==> config.mk <==
export PLATFORM = sky130hd
export DESIGN_NAME = command_arbiter
export DESIGN_NICKNAME = d
export VERILOG_FILES = /design/src/rtl/command_pkg.sv /design/src/rtl/command_arbiter_picker.sv /design/src/rtl/command_arbiter.sv
export SDC_FILE = /design/constraint.sdc
export NUM_CORES = 1
export LEC_CHECK = 0
export BUFFER_PORTS_ARGS = -buffer_cell sky130_fd_sc_hd__buf_2
export CAP_MARGIN = 25
export CORE_ASPECT_RATIO = 1.75
export CORE_MARGIN = 2
export CORE_UTILIZATION = 35
export DETAILED_ROUTE_END_ITERATION = 10
export PLACE_DENSITY = 0.78
export SYNTH_ARGS = -nofsm -noshare
export SYNTH_HDL_FRONTEND = slang
export SYNTH_SLANG_ARGS = --single-unit
==> constraint.sdc <==
create_clock -name clk -period 5.56 [get_ports clk]
set_input_delay 0 -clock clk [delete_from_list [all_inputs] [get_ports clk]]
set_output_delay 0 -clock clk [all_outputs]
set_load 0.1 [all_outputs]
==> src/rtl/command_pkg.sv <==
// Types shared by the command arbiter and every command_fifo user.
package command_pkg;
    localparam int CMD_WIDTH = 16;

    typedef logic [CMD_WIDTH-1:0] cmd_t;

    typedef enum logic {IDLE, BURST} arb_state_t;
endpackage

==> src/rtl/command_arbiter_picker.sv <==
// Rotating-priority picker: first asserted request at or after i_ptr, wrapping modulo N.
module rr_priority_picker #(
    parameter int N  = 3,
    parameter int PW = $clog2(N)
) (
    input  logic [N-1:0]  i_req,
    input  logic [PW-1:0] i_ptr,
    output logic          o_found,
    output logic [PW-1:0] o_idx
);
    logic [PW-1:0] w_cand;

    // Scan farthest-to-nearest so the nearest candidate to i_ptr is the last assignment.
    always_comb begin
        o_found = 1'b0;
        o_idx   = '0;
        w_cand  = '0;
        for (int k = N - 1; k >= 0; k--) begin
            w_cand = PW'((int'(i_ptr) + k) % N);
            if (i_req[w_cand]) begin
                o_found = 1'b1;
                o_idx   = w_cand;
            end
        end
    end
endmodule

==> src/rtl/command_arbiter.sv <==
// Round-robin burst arbiter feeding one command_fifo write port.
// Define ARB_PRIO0_EN to let requester 0 win every IDLE arbitration it is valid for.
module command_arbiter
    import command_pkg::*;
#(
    parameter int NUM_REQ   = 3,
    parameter int WIDTH     = CMD_WIDTH,
    parameter int MAX_BURST = 8
) (
    input  logic                     clk,
    input  logic                     rst,
    input  logic [NUM_REQ-1:0]       req_valid,
    input  logic [NUM_REQ*WIDTH-1:0] req_command,
    input  logic [NUM_REQ-1:0]       req_last,
    output logic [NUM_REQ-1:0]       req_ready,
    output logic                     fifo_write,
    output logic [WIDTH-1:0]         fifo_command,
    input  logic                     fifo_full,
    output logic [NUM_REQ-1:0]       grant,
    output logic                     busy
);
    localparam int PW = $clog2(NUM_REQ);
    localparam int CW = $clog2(MAX_BURST + 1);

    arb_state_t    r_state, w_state_nxt;
    logic [PW-1:0] r_rr_ptr, w_rr_ptr_nxt;
    logic [PW-1:0] r_grant_idx, w_grant_idx_nxt;
    logic [CW-1:0] r_beat_cnt, w_beat_cnt_nxt;
    logic [PW-1:0] w_sel, w_sel_inc, w_pick_idx;
    logic          w_found, w_pick_found, w_xfer, w_end;

    rr_priority_picker #(.N(NUM_REQ), .PW(PW)) u_picker (
        .i_req   (req_valid),
        .i_ptr   (r_rr_ptr),
        .o_found (w_pick_found),
        .o_idx   (w_pick_idx)
    );

    always_comb begin
        w_found = 1'b0;
        w_sel   = r_grant_idx;
        if (r_state == BURST) begin
            w_found = 1'b1;
        end else begin
`ifdef ARB_PRIO0_EN
            if (req_valid[0]) begin
                w_found = 1'b1;
                w_sel   = '0;
            end else begin
                w_found = w_pick_found;
                w_sel   = w_pick_idx;
            end
`else
            w_found = w_pick_found;
            w_sel   = w_pick_idx;
`endif
        end
        if (rst) w_found = 1'b0;

        w_sel_inc = (w_sel == PW'(NUM_REQ - 1)) ? '0 : w_sel + PW'(1);

        grant     = '0;
        req_ready = '0;
        if (w_found) begin
            grant[w_sel]     = 1'b1;
            req_ready[w_sel] = !fifo_full;
        end

        w_xfer       = w_found & req_valid[w_sel] & !fifo_full;
        fifo_write   = w_xfer;
        fifo_command = req_command[w_sel*WIDTH +: WIDTH];
        busy         = (r_state == BURST) & !rst;
        // In IDLE the count is zero, so MAX_BURST=1 ends every grant on its first beat.
        w_end        = w_xfer & (req_last[w_sel] |
                       (({1'b0, r_beat_cnt} + (CW+1)'(1)) == (CW+1)'(MAX_BURST)));
    end

    always_comb begin
        w_state_nxt     = r_state;
        w_rr_ptr_nxt    = r_rr_ptr;
        w_grant_idx_nxt = r_grant_idx;
        w_beat_cnt_nxt  = r_beat_cnt;
        if (w_xfer) begin
            if (w_end) begin
                w_state_nxt    = IDLE;
                w_beat_cnt_nxt = '0;
                w_rr_ptr_nxt   = w_sel_inc;
            end else if (r_state == IDLE) begin
                w_state_nxt     = BURST;
                w_grant_idx_nxt = w_sel;
                w_beat_cnt_nxt  = CW'(1);
            end else begin
                w_beat_cnt_nxt  = r_beat_cnt + CW'(1);
            end
        end
    end

    always_ff @(posedge clk) begin
        if (rst) begin
            r_state     <= IDLE;
            r_rr_ptr    <= '0;
            r_grant_idx <= '0;
            r_beat_cnt  <= '0;
        end else begin
            r_state     <= w_state_nxt;
            r_rr_ptr    <= w_rr_ptr_nxt;
            r_grant_idx <= w_grant_idx_nxt;
            r_beat_cnt  <= w_beat_cnt_nxt;
        end
    end
endmodule
==> results.yml, run 1 <==
clocking:
  cts_setup_buffers: 0
  cts_tree: "done"
  path_clk_slew_ns: 0.04
  clockRootBuffer: "clkbuf_8"
  clockBufferDepth: 2
  clock_latency_ns: 0.23
  cts.sinks: 9
  cts-buffers-inserted: 3
  cts-resized-gates: 0
  htreeDepth: 1
  hold_buffers: 0
cells_and_area:
  drive_gt1_frac: 0.355
  syn2layout_area_growth_pct: 36.3
  diodes: 0
  layout.cells.non_filler: 297
  nets: 313
  utilization: 0.489
  design_area_um2: 1740
synth:
  synthCells: 181
  yosysMostFrequentCell: "mux2i_1"
  yosys.area.top_type: "mux2i_1"
  synthArstFlopShare: 0
  synthDistinctLibCells: 44
  yosys_warnings: 0
  ys_seq_area_frac: 0.141
  yosys_register_bits: 9
  synthFlopType: "dfxtp_1"
  synth_enable_flop_cells: 0
  yosys.area.top_type_share: 0.173
  avgSynthCellArea_um2: 7.05
  synth_area_um2: 1280
  synth_fp_nets: 242
  synth_common_cells: "mux2i_1 (22), nand3_1 (21), o21ai_0 (20)"
  synth_area_leaders: "mux2i_1 (17%), dfxtp_1 (14%), nand3_1 (8.2%)"
critical_path:
  critPathCaptureType: "primary output"
  crit_start: "r_rr_ptr[0]"
  reg2reg_slack_ns: 2.45
  r2r_start: "r_rr_ptr[0]"
  ff2ff_path_depth: 10
  start_kind: "flip-flop"
  timing.rr.end: "r_rr_ptr[1]"
  cp.arrival_ns: 3.34
  cp.required_ns: 5.56
  crit_type: "reg -> out"
  cp_max_fo: 17
floorplanning:
  dieArea_um2: 4160
  rows: 29
  io_pins: 81
  initial_core_util: 0.359
  core_area_um2: 3560
  die_height_um: 83.9
  fp.dieW_um: 49.6
timing:
  min_period_over_period: 0.601
  fin_ws_ns: 2.22
  fin_crit_ns: 3.34
  slew_violations: 0
  finClkSkew_ns: 0.00319
  whs_ns: 0.0668
  hold_violations: 0
  setup_tns_ns: 0
  max-slew-margin-rel: 0.418
  rsz0062_at_grt: "false"
  max_freq_mhz: 299
  setup_violations: 0
  worst_pin_slew_ns: 0.871
routing:
  dr_total_vias: 1615
  ant_nets: 0
  drt-total-wl_um: 3880
  post_drt_wl_per_cell_um: 13.1
  drt_iter0_drc: 36
  drt_pre_antenna_iters: 4
  vias_per_cell: 5.44
  drc: 0
job:
  cap_violations: 0
placement:
  hpwlAfterDp_um: 3040
  pre_cts_ws_ns: 2.40
  gp_congestion: 0.902
  io_buffers: 80
  postPlaceCellArea_um2: 1670
  dp_cells: 292
power_and_ir_drop:
  powerDensity_nw_per_um2: 257
  peakVddDrop_uv: 225
  leakage_nw: 0.875
  totalPowerFinal_uw: 447
hold_path:
  min_to: "r_rr_ptr[0]"
  hold_depth: 2
  hold_start: "rst"
  hold_path.class: "in -> reg"
grt:
  grt_max_degree: 39
  grt_pass1_wl_um: 6530
  antenna_found_initial: 0
  grt_overflow: 0
  grt_pass1_vias: 1501
  grt_use_total: 0.190
outcome:
  status: "complete, no violations"
[worst max-delay path by stage]
stage / slack [ns] / cells past startpoint / end
5_1_grt: 1.92 / 9 / fifo_command[1]
3_5_place_dp: 2.40 / 9 / fifo_command[2]
2_1_floorplan: 1.07 / 9 / req_ready[1]
6_report: 2.22 / 9 / fifo_command[2]
4_1_cts: 2.15 / 9 / fifo_command[2]
3_3_place_gp: 2.49 / 9 / fifo_command[9]
[cell usage in the layout, fill, tap and decap left out, types with 2 or more instances in the layout]
master	n
nand3_1	21
dfxtp_1	9
buf_2	80
clkbuf_8	3
nand3b_1	2
nand2b_1	5
a22o_1	2
a22oi_1	2
a21oi_1	10
nor2b_1	2
o31ai_1	3
a21o_1	6
inv_1	5
ha_1	4
a31oi_1	3
nand2_1	11
o21ai_0	20
o211ai_1	4
nor2_1	7
mux2i_1	22
nor3_1	3
o22ai_1	2
nor4_1	2
[final cells by class]
cell class                 instances  area (um^2)
clock buffer                       4         45.0
fill                             394         1820
inverter                           6         22.5
multi-input combinational        150          998
sequential                         9          180
tap                               46         57.6
timing repair buffer              82          435
[state kept, by name, indices dropped and copies added (netlist names)]
register	count
r_beat_cnt	4
r_state	1
r_grant_idx	2
r_rr_ptr	2
[metal layers]
layer  track usage  wire length [um]
met1         0.226              1480
met2         0.339              2080
met3        0.0233               223
met4        0.0657                98
met5             0                 0
[report_power, final]
group          internal (mW)  switching (mW)
logic                 0.0679           0.235
registers             0.0670         0.00298
clock network         0.0498          0.0244
total                  0.185           0.263
[cell families (layout without fill, tap and decap cells)]
family | count (synthesis) | after routing | share of synthesized area
buffers and inverters | 22 | 92 | 0.0765
flip-flops | 9 | 9 | 0.141
AND/OR/NAND/NOR | 65 | 65 | 0.274
AO/OA/AOI/OAI | 59 | 59 | 0.297
multiplexers | 22 | 22 | 0.173
adder cells (fa/ha/maj) | 4 | 4 | 0.0392
[critical path, stage by stage, from the launching register on]
cell and delay (ns):
dfxtp_1 0.35, inv_1 0.07, ha_1 0.43, or3_1 0.41
a21oi_1 0.21, o211ai_1 0.16, nand2_1 0.68, mux2i_1 0.18
o21ai_0 0.17, buf_2 0.45
Note: power is estimated with default switching activity, not from simulation.
==> inputs of run 2 (changes only) <==
--- a/config.mk
+++ b/config.mk
@@ -5,13 +5,14 @@
 export SDC_FILE = /design/constraint.sdc
 export NUM_CORES = 1
 export LEC_CHECK = 0
+export ABC_AREA = 1
 export BUFFER_PORTS_ARGS = -buffer_cell sky130_fd_sc_hd__buf_2
 export CAP_MARGIN = 25
 export CORE_ASPECT_RATIO = 1.75
 export CORE_MARGIN = 2
 export CORE_UTILIZATION = 35
 export DETAILED_ROUTE_END_ITERATION = 10
-export PLACE_DENSITY = 0.78
+export PLACE_DENSITY = 0.79
 export SYNTH_ARGS = -nofsm -noshare
 export SYNTH_HDL_FRONTEND = slang
 export SYNTH_SLANG_ARGS = --single-unit
==> constraint.sdc (replaced) <==
create_clock -name clk -period 3.2 [get_ports clk]
set_input_delay 0 -clock clk [delete_from_list [all_inputs] [get_ports clk]]
set_output_delay 0 -clock clk [all_outputs]
set_load 0.1 [all_outputs]
==> results.yml, run 2 <==
routing:
  vias_per_cell: 4.91
  drt_pre_antenna_iters: 4
  ant_nets: 0
  dr_total_vias: 1674
  drc: 0
  drt_iter0_drc: 49
  drt-total-wl_um: 3700
  post_drt_wl_per_cell_um: 10.8
placement:
  pre_cts_ws_ns: 0.581
  gp_congestion: 0.823
  io_buffers: 80
  hpwlAfterDp_um: 3040
timing:
  fin_ws_ns: 0.316
  finClkSkew_ns: 0.00144
  setup_violations: 0
  max-slew-margin-rel: 0.530
  fin_crit_ns: 2.88
  worst_pin_slew_ns: 0.704
  max_freq_mhz: 347
  hold_violations: 0
  min_period_over_period: 0.901
  slew_violations: 0
  setup_tns_ns: 0
  rsz0062_at_grt: "false"
critical_path:
  start_kind: "flip-flop"
  critPathCaptureType: "primary output"
  cp_max_fo: 17
  ff2ff_path_depth: 15
  cp.arrival_ns: 2.88
  cp.required_ns: 3.20
  crit_type: "reg -> out"
hold_path:
  hold_depth: 6
  hold_path.class: "in -> reg"
clocking:
  cts_tree: "done"
  clockRootBuffer: "clkbuf_8"
  cts-resized-gates: 0
  hold_buffers: 1
  cts-buffers-inserted: 3
  cts_setup_buffers: 0
  path_clk_slew_ns: 0.04
  clockBufferDepth: 2
  cts.sinks: 9
  htreeDepth: 1
  clock_latency_ns: 0.24
synth:
  synthMuxAreaShare: 0
  yosysMostFrequentCell: "nand2_1"
  synth_compound_area_frac: 0.0505
  synth_xor_area_frac: 0.00707
  synthFlopType: "dfxtp_1"
  yosys.area.top_type: "nand2_1"
  synth_fp_nets: 276
  synth_top_family_by_area: "simple AND/OR/NAND/NOR gates"
  yosys_register_bits: 9
  synthDistinctLibCells: 29
  synth_area_um2: 1240
  avgSynthCellArea_um2: 5.76
  synth_fa_ha_area_frac: 0.0404
  synth_enable_flop_cells: 0
  synth_common_cells: "nand2_1 (72), nand3_1 (48), inv_1 (17)"
  synth_area_leaders: "nand2_1 (22%), nand3_1 (19%), dfxtp_1 (15%)"
  synth-simple-area-share: 0.645
  yosys.area.top_type_share: 0.218
  yosys_warnings: 0
  ys_seq_area_frac: 0.145
  synthCells: 215
  synthArstFlopShare: 0
floorplanning:
  die_height_um: 82.7
  rows: 28
  core_area_um2: 3400
  fp.dieW_um: 49.0
  initial_core_util: 0.365
  io_pins: 81
  dieArea_um2: 4050
cells_and_area:
  largest_register_ffs: 4
  drive_gt1_frac: 0.385
  nets: 358
  diodes: 0
  syn2layout_area_growth_pct: 39.6
  layout_common_cells: "buf_2 (80), nand2_1 (72), nand3_1 (48)"
  layout.cells.most_common: "buf_2"
  regMostFlops: "r_beat_cnt"
  top_regs: "r_beat_cnt (4), r_grant_idx (2), r_rr_ptr (2)"
grt:
  antenna_found_initial: 0
  grt_pass1_vias: 1492
  grt_max_degree: 23
  grt_use_total: 0.180
  grt_overflow: 0
  grt_pass1_wl_um: 5840
outcome:
  status: "complete, no violations"
power_and_ir_drop:
  powerDensity_nw_per_um2: 956
  totalPowerFinal_mw: 1.65
  peakVddDrop_uv: 746
  leakage_nw: 0.931
job:
  cap_violations: 0
run 2: power by group:
| part | leakage, nW | total [mW] | internal (mW) | switching, mW |
|---|---|---|---|---|
| combinational | 0.836 | 1.38 | 0.244 | 1.14 |
| sequential | 0.0729 | 0.136 | 0.123 | 0.0134 |
| clock | 0.0228 | 0.133 | 0.0869 | 0.0463 |
run 2: final timing paths:
path                 start               to  slack (ns)
min reg2reg  r_beat_cnt[3]    r_beat_cnt[3]        0.47
max            r_rr_ptr[0]  fifo_command[2]        0.32
max reg2reg    r_rr_ptr[0]      r_rr_ptr[1]        0.71
min            req_last[0]    r_beat_cnt[0]        0.23
run 2: critical path, cell delays in order (launching register included):
cell     delay (ns)
dfxtp_1        0.35
inv_1          0.07
ha_1           0.36
inv_2          0.08
nand2_1        0.07
nand3_2        0.07
nand3_1        0.09
nand2_1        0.06
nand2_1        0.05
nand3_1        0.09
nand2_2        0.10
nand2_2        0.06
nor2_2         0.54
nand2_1        0.11
nand3_1        0.10
buf_2          0.43
run 2: cells by family after synthesis:
group,Yosys count
adder cells (fa/ha/maj),4
AND/OR/NAND/NOR,161
buffers and inverters,29
AO/OA/AOI/OAI,11
XOR/XNOR,1
flip-flops,9
run 2: cell type report:
type | count | area, um^2
fillers | 371 | 1670
multi-input cells | 177 | 932
repair buffers | 84 | 433
flip-flops and latches | 9 | 180
inverters | 22 | 82.6
well taps | 45 | 56.3
clock buffers | 4 | 45.0
run 2: routing by layer:
| layer | share of wire | track usage | up-vias | routed length (um) |
|---|---|---|---|---|
| li1 | - | - | 866 | - |
| met5 | 0 | 0 | - | 0 |
| met3 | 0.072 | 0.0288 | 11 | 265 |
| met1 | 0.38 | 0.168 | 728 | 1390 |
| met2 | 0.52 | 0.363 | 69 | 1930 |
| met4 | 0.028 | 0.103 | 0 | 105 |
run 2: stage by stage:
stage          hold slack, ns  area (um^2)  std cells  utilization
2_1_floorplan          0.0691         1250        215            -
6_report                0.232         1730        341        0.509
3_3_place_gp            0.240         1670        336        0.493
5_1_grt                 0.263         1730        341        0.509
4_1_cts                 0.234         1730        341        0.509
3_5_place_dp            0.245         1670        336        0.493
==> inputs of run 3 (changes only) <==
--- a/config.mk
+++ b/config.mk
@@ -5,14 +5,13 @@
 export SDC_FILE = /design/constraint.sdc
 export NUM_CORES = 1
 export LEC_CHECK = 0
-export ABC_AREA = 1
 export BUFFER_PORTS_ARGS = -buffer_cell sky130_fd_sc_hd__buf_2
 export CAP_MARGIN = 25
 export CORE_ASPECT_RATIO = 1.75
 export CORE_MARGIN = 2
 export CORE_UTILIZATION = 35
 export DETAILED_ROUTE_END_ITERATION = 10
-export PLACE_DENSITY = 0.79
+export PLACE_DENSITY_LB_ADDON = 0.08
 export SYNTH_ARGS = -nofsm -noshare
 export SYNTH_HDL_FRONTEND = slang
 export SYNTH_SLANG_ARGS = --single-unit
==> results.yml, run 3 (synthesis results as in run 1) <==
outcome:
  status: "complete, no violations"
routing:
  drt_iter0_drc: 28
  vias_per_cell: 5.41
  drt_pre_antenna_iters: 4
  ant_nets: 0
  drt-total-wl_um: 3900
  drc: 0
  post_drt_wl_per_cell_um: 13.0
  dr_total_vias: 1619
timing:
  min_period_over_period: 0.908
  setup_violations: 0
  worst_pin_slew_ns: 0.686
  hold_violations: 0
  rsz0062_at_grt: "false"
  finClkSkew_ns: 0.00521
  slew_violations: 0
  whs_ns: 0.0590
  max_freq_mhz: 344
  fin_crit_ns: 2.91
  max-slew-margin-rel: 0.541
critical_path:
  critPathSlowestCell: "a31oi_1"
  cp_cell_sequence: "inv_1 -> ha_2 -> inv_1 -> a21o_1 -> o2111ai_1 -> and2_0 -> a31oi_1 -> a31oi_1 -> and3_1 -> a22o_1"
  ff2ff_path_depth: 10
  cp.arrival_ns: 3.08
  start_kind: "flip-flop"
  critPathCaptureType: "flip-flop"
  timing.rr.end: "r_beat_cnt[1]"
  reg2reg_slack_ns: 0.29
  max_stage_delay_ns: 0.57
  path_depth: 10
  crit_type: "reg -> reg"
  cp.required_ns: 3.37
  cp_max_fo: 15
  crit_buf_inv: 2
  r2r_start: "r_rr_ptr[1]"
  crit_family: "compound AO/OA/AOI/OAI gates"
floorplanning:
  io_pins: 81
  die_height_um: 83.9
  core_area_um2: 3560
  dieArea_um2: 4160
  fp.dieW_um: 49.6
  initial_core_util: 0.359
  rows: 29
power_and_ir_drop:
  powerDensity_nw_per_um2: 442
  leakage_nw: 0.891
  peakVddDrop_uv: 333
cells_and_area:
  nets: 315
  largest_register_ffs: 4
  layout_common_cells: "buf_2 (79), mux2i_1 (22), nand3_1 (20)"
  drive_gt1_frac: 0.403
  top_regs: "r_beat_cnt (4), r_grant_idx (2), r_rr_ptr (2)"
  fillCellCount: 426
  diodes: 0
  utilization: 0.504
  regMostFlops: "r_beat_cnt"
  layout.cells.most_common: "buf_2"
  syn2layout_area_growth_pct: 40.5
grt:
  grt_max_degree: 39
  grt_pass1_vias: 1504
  grt_pass1_wl_um: 6400
  antenna_found_initial: 0
  grt_use_total: 0.188
  grt_overflow: 0
clocking:
  htreeDepth: 1
  cts-buffers-inserted: 3
  clockRootBuffer: "clkbuf_8"
  cts-resized-gates: 0
  cts_setup_buffers: 0
  path_clk_slew_ns: 0.05
  hold_buffers: 0
  clock_latency_ns: 0.23
  clockBufferDepth: 2
  cts.sinks: 9
  cts_tree: "done"
placement:
  io_buffers: 80
  gp_congestion: 0.864
  hpwlAfterDp_um: 3010
hold_path:
  hold_start: "rst"
  hold_depth: 2
  hold_path.class: "in -> reg"
  min_to: "r_rr_ptr[1]"
job:
  cap_violations: 0
==> run 3: area by class of cell <==
type	instances	area [um^2]	share of cell area
well taps	46	57.6	0.0321
multi-input cells	150	1040	0.580
clock buffers	4	45.0	0.0251
flip-flops and latches	9	183	0.102
repair buffers	84	445	0.248
inverters	6	22.5	0.0126
==> run 3: report_power, final <==
part           internal (mW)  total, mW  leakage [nW]  switching (mW)
logic                  0.125      0.539         0.795           0.414
clock network         0.0868      0.132        0.0228          0.0450
registers              0.117      0.122        0.0738         0.00573
==> run 3: worst register-to-register path, stage by stage (launching register included) <==
cell,delay (ns)
dfxtp_2,0.35
inv_1,0.06
ha_2,0.31
inv_1,0.12
a21o_1,0.20
o2111ai_1,0.24
and2_0,0.36
a31oi_1,0.22
a31oi_1,0.57
and3_1,0.28
a22o_1,0.14
==> run 3: per-stage QoR <==
stage / power (mW) / setup TNS (ns) / std cells / setup WS, ns / cell area, um^2
6_report: 0.793 / 0 / 299 / 0.293 / 1790
5_1_grt: 0.832 / 0 / 299 / 0.0724 / 1790
4_1_cts: 0.799 / 0 / 299 / 0.339 / 1790
3_5_place_dp: 0.663 / 0 / 295 / 0.355 / 1750
3_3_place_gp: 0.665 / 0 / 295 / 0.417 / 1750
2_1_floorplan: 0.565 / -2.54 / 181 / -0.575 / 1330
==> run 3: per-layer routing <==
layer  up-vias  global-route usage  share of wire
met3         4              0.0269          0.067
met2        71               0.350           0.50
li1        821                   -              -
met4         0              0.0530         0.0097
met5         -                   0              0
met1       723               0.213           0.42
==> run 3: worst max path at each step <==
stage           startpoint  slack (ns)            end
6_report       r_rr_ptr[1]        0.29  r_beat_cnt[1]
3_3_place_gp   r_rr_ptr[1]        0.42    r_rr_ptr[1]
2_1_floorplan  r_rr_ptr[0]       -0.57       grant[0]
5_1_grt        r_rr_ptr[1]        0.07  r_beat_cnt[1]
3_5_place_dp   r_rr_ptr[1]        0.36    r_rr_ptr[1]
4_1_cts        r_rr_ptr[1]        0.34    r_rr_ptr[1]
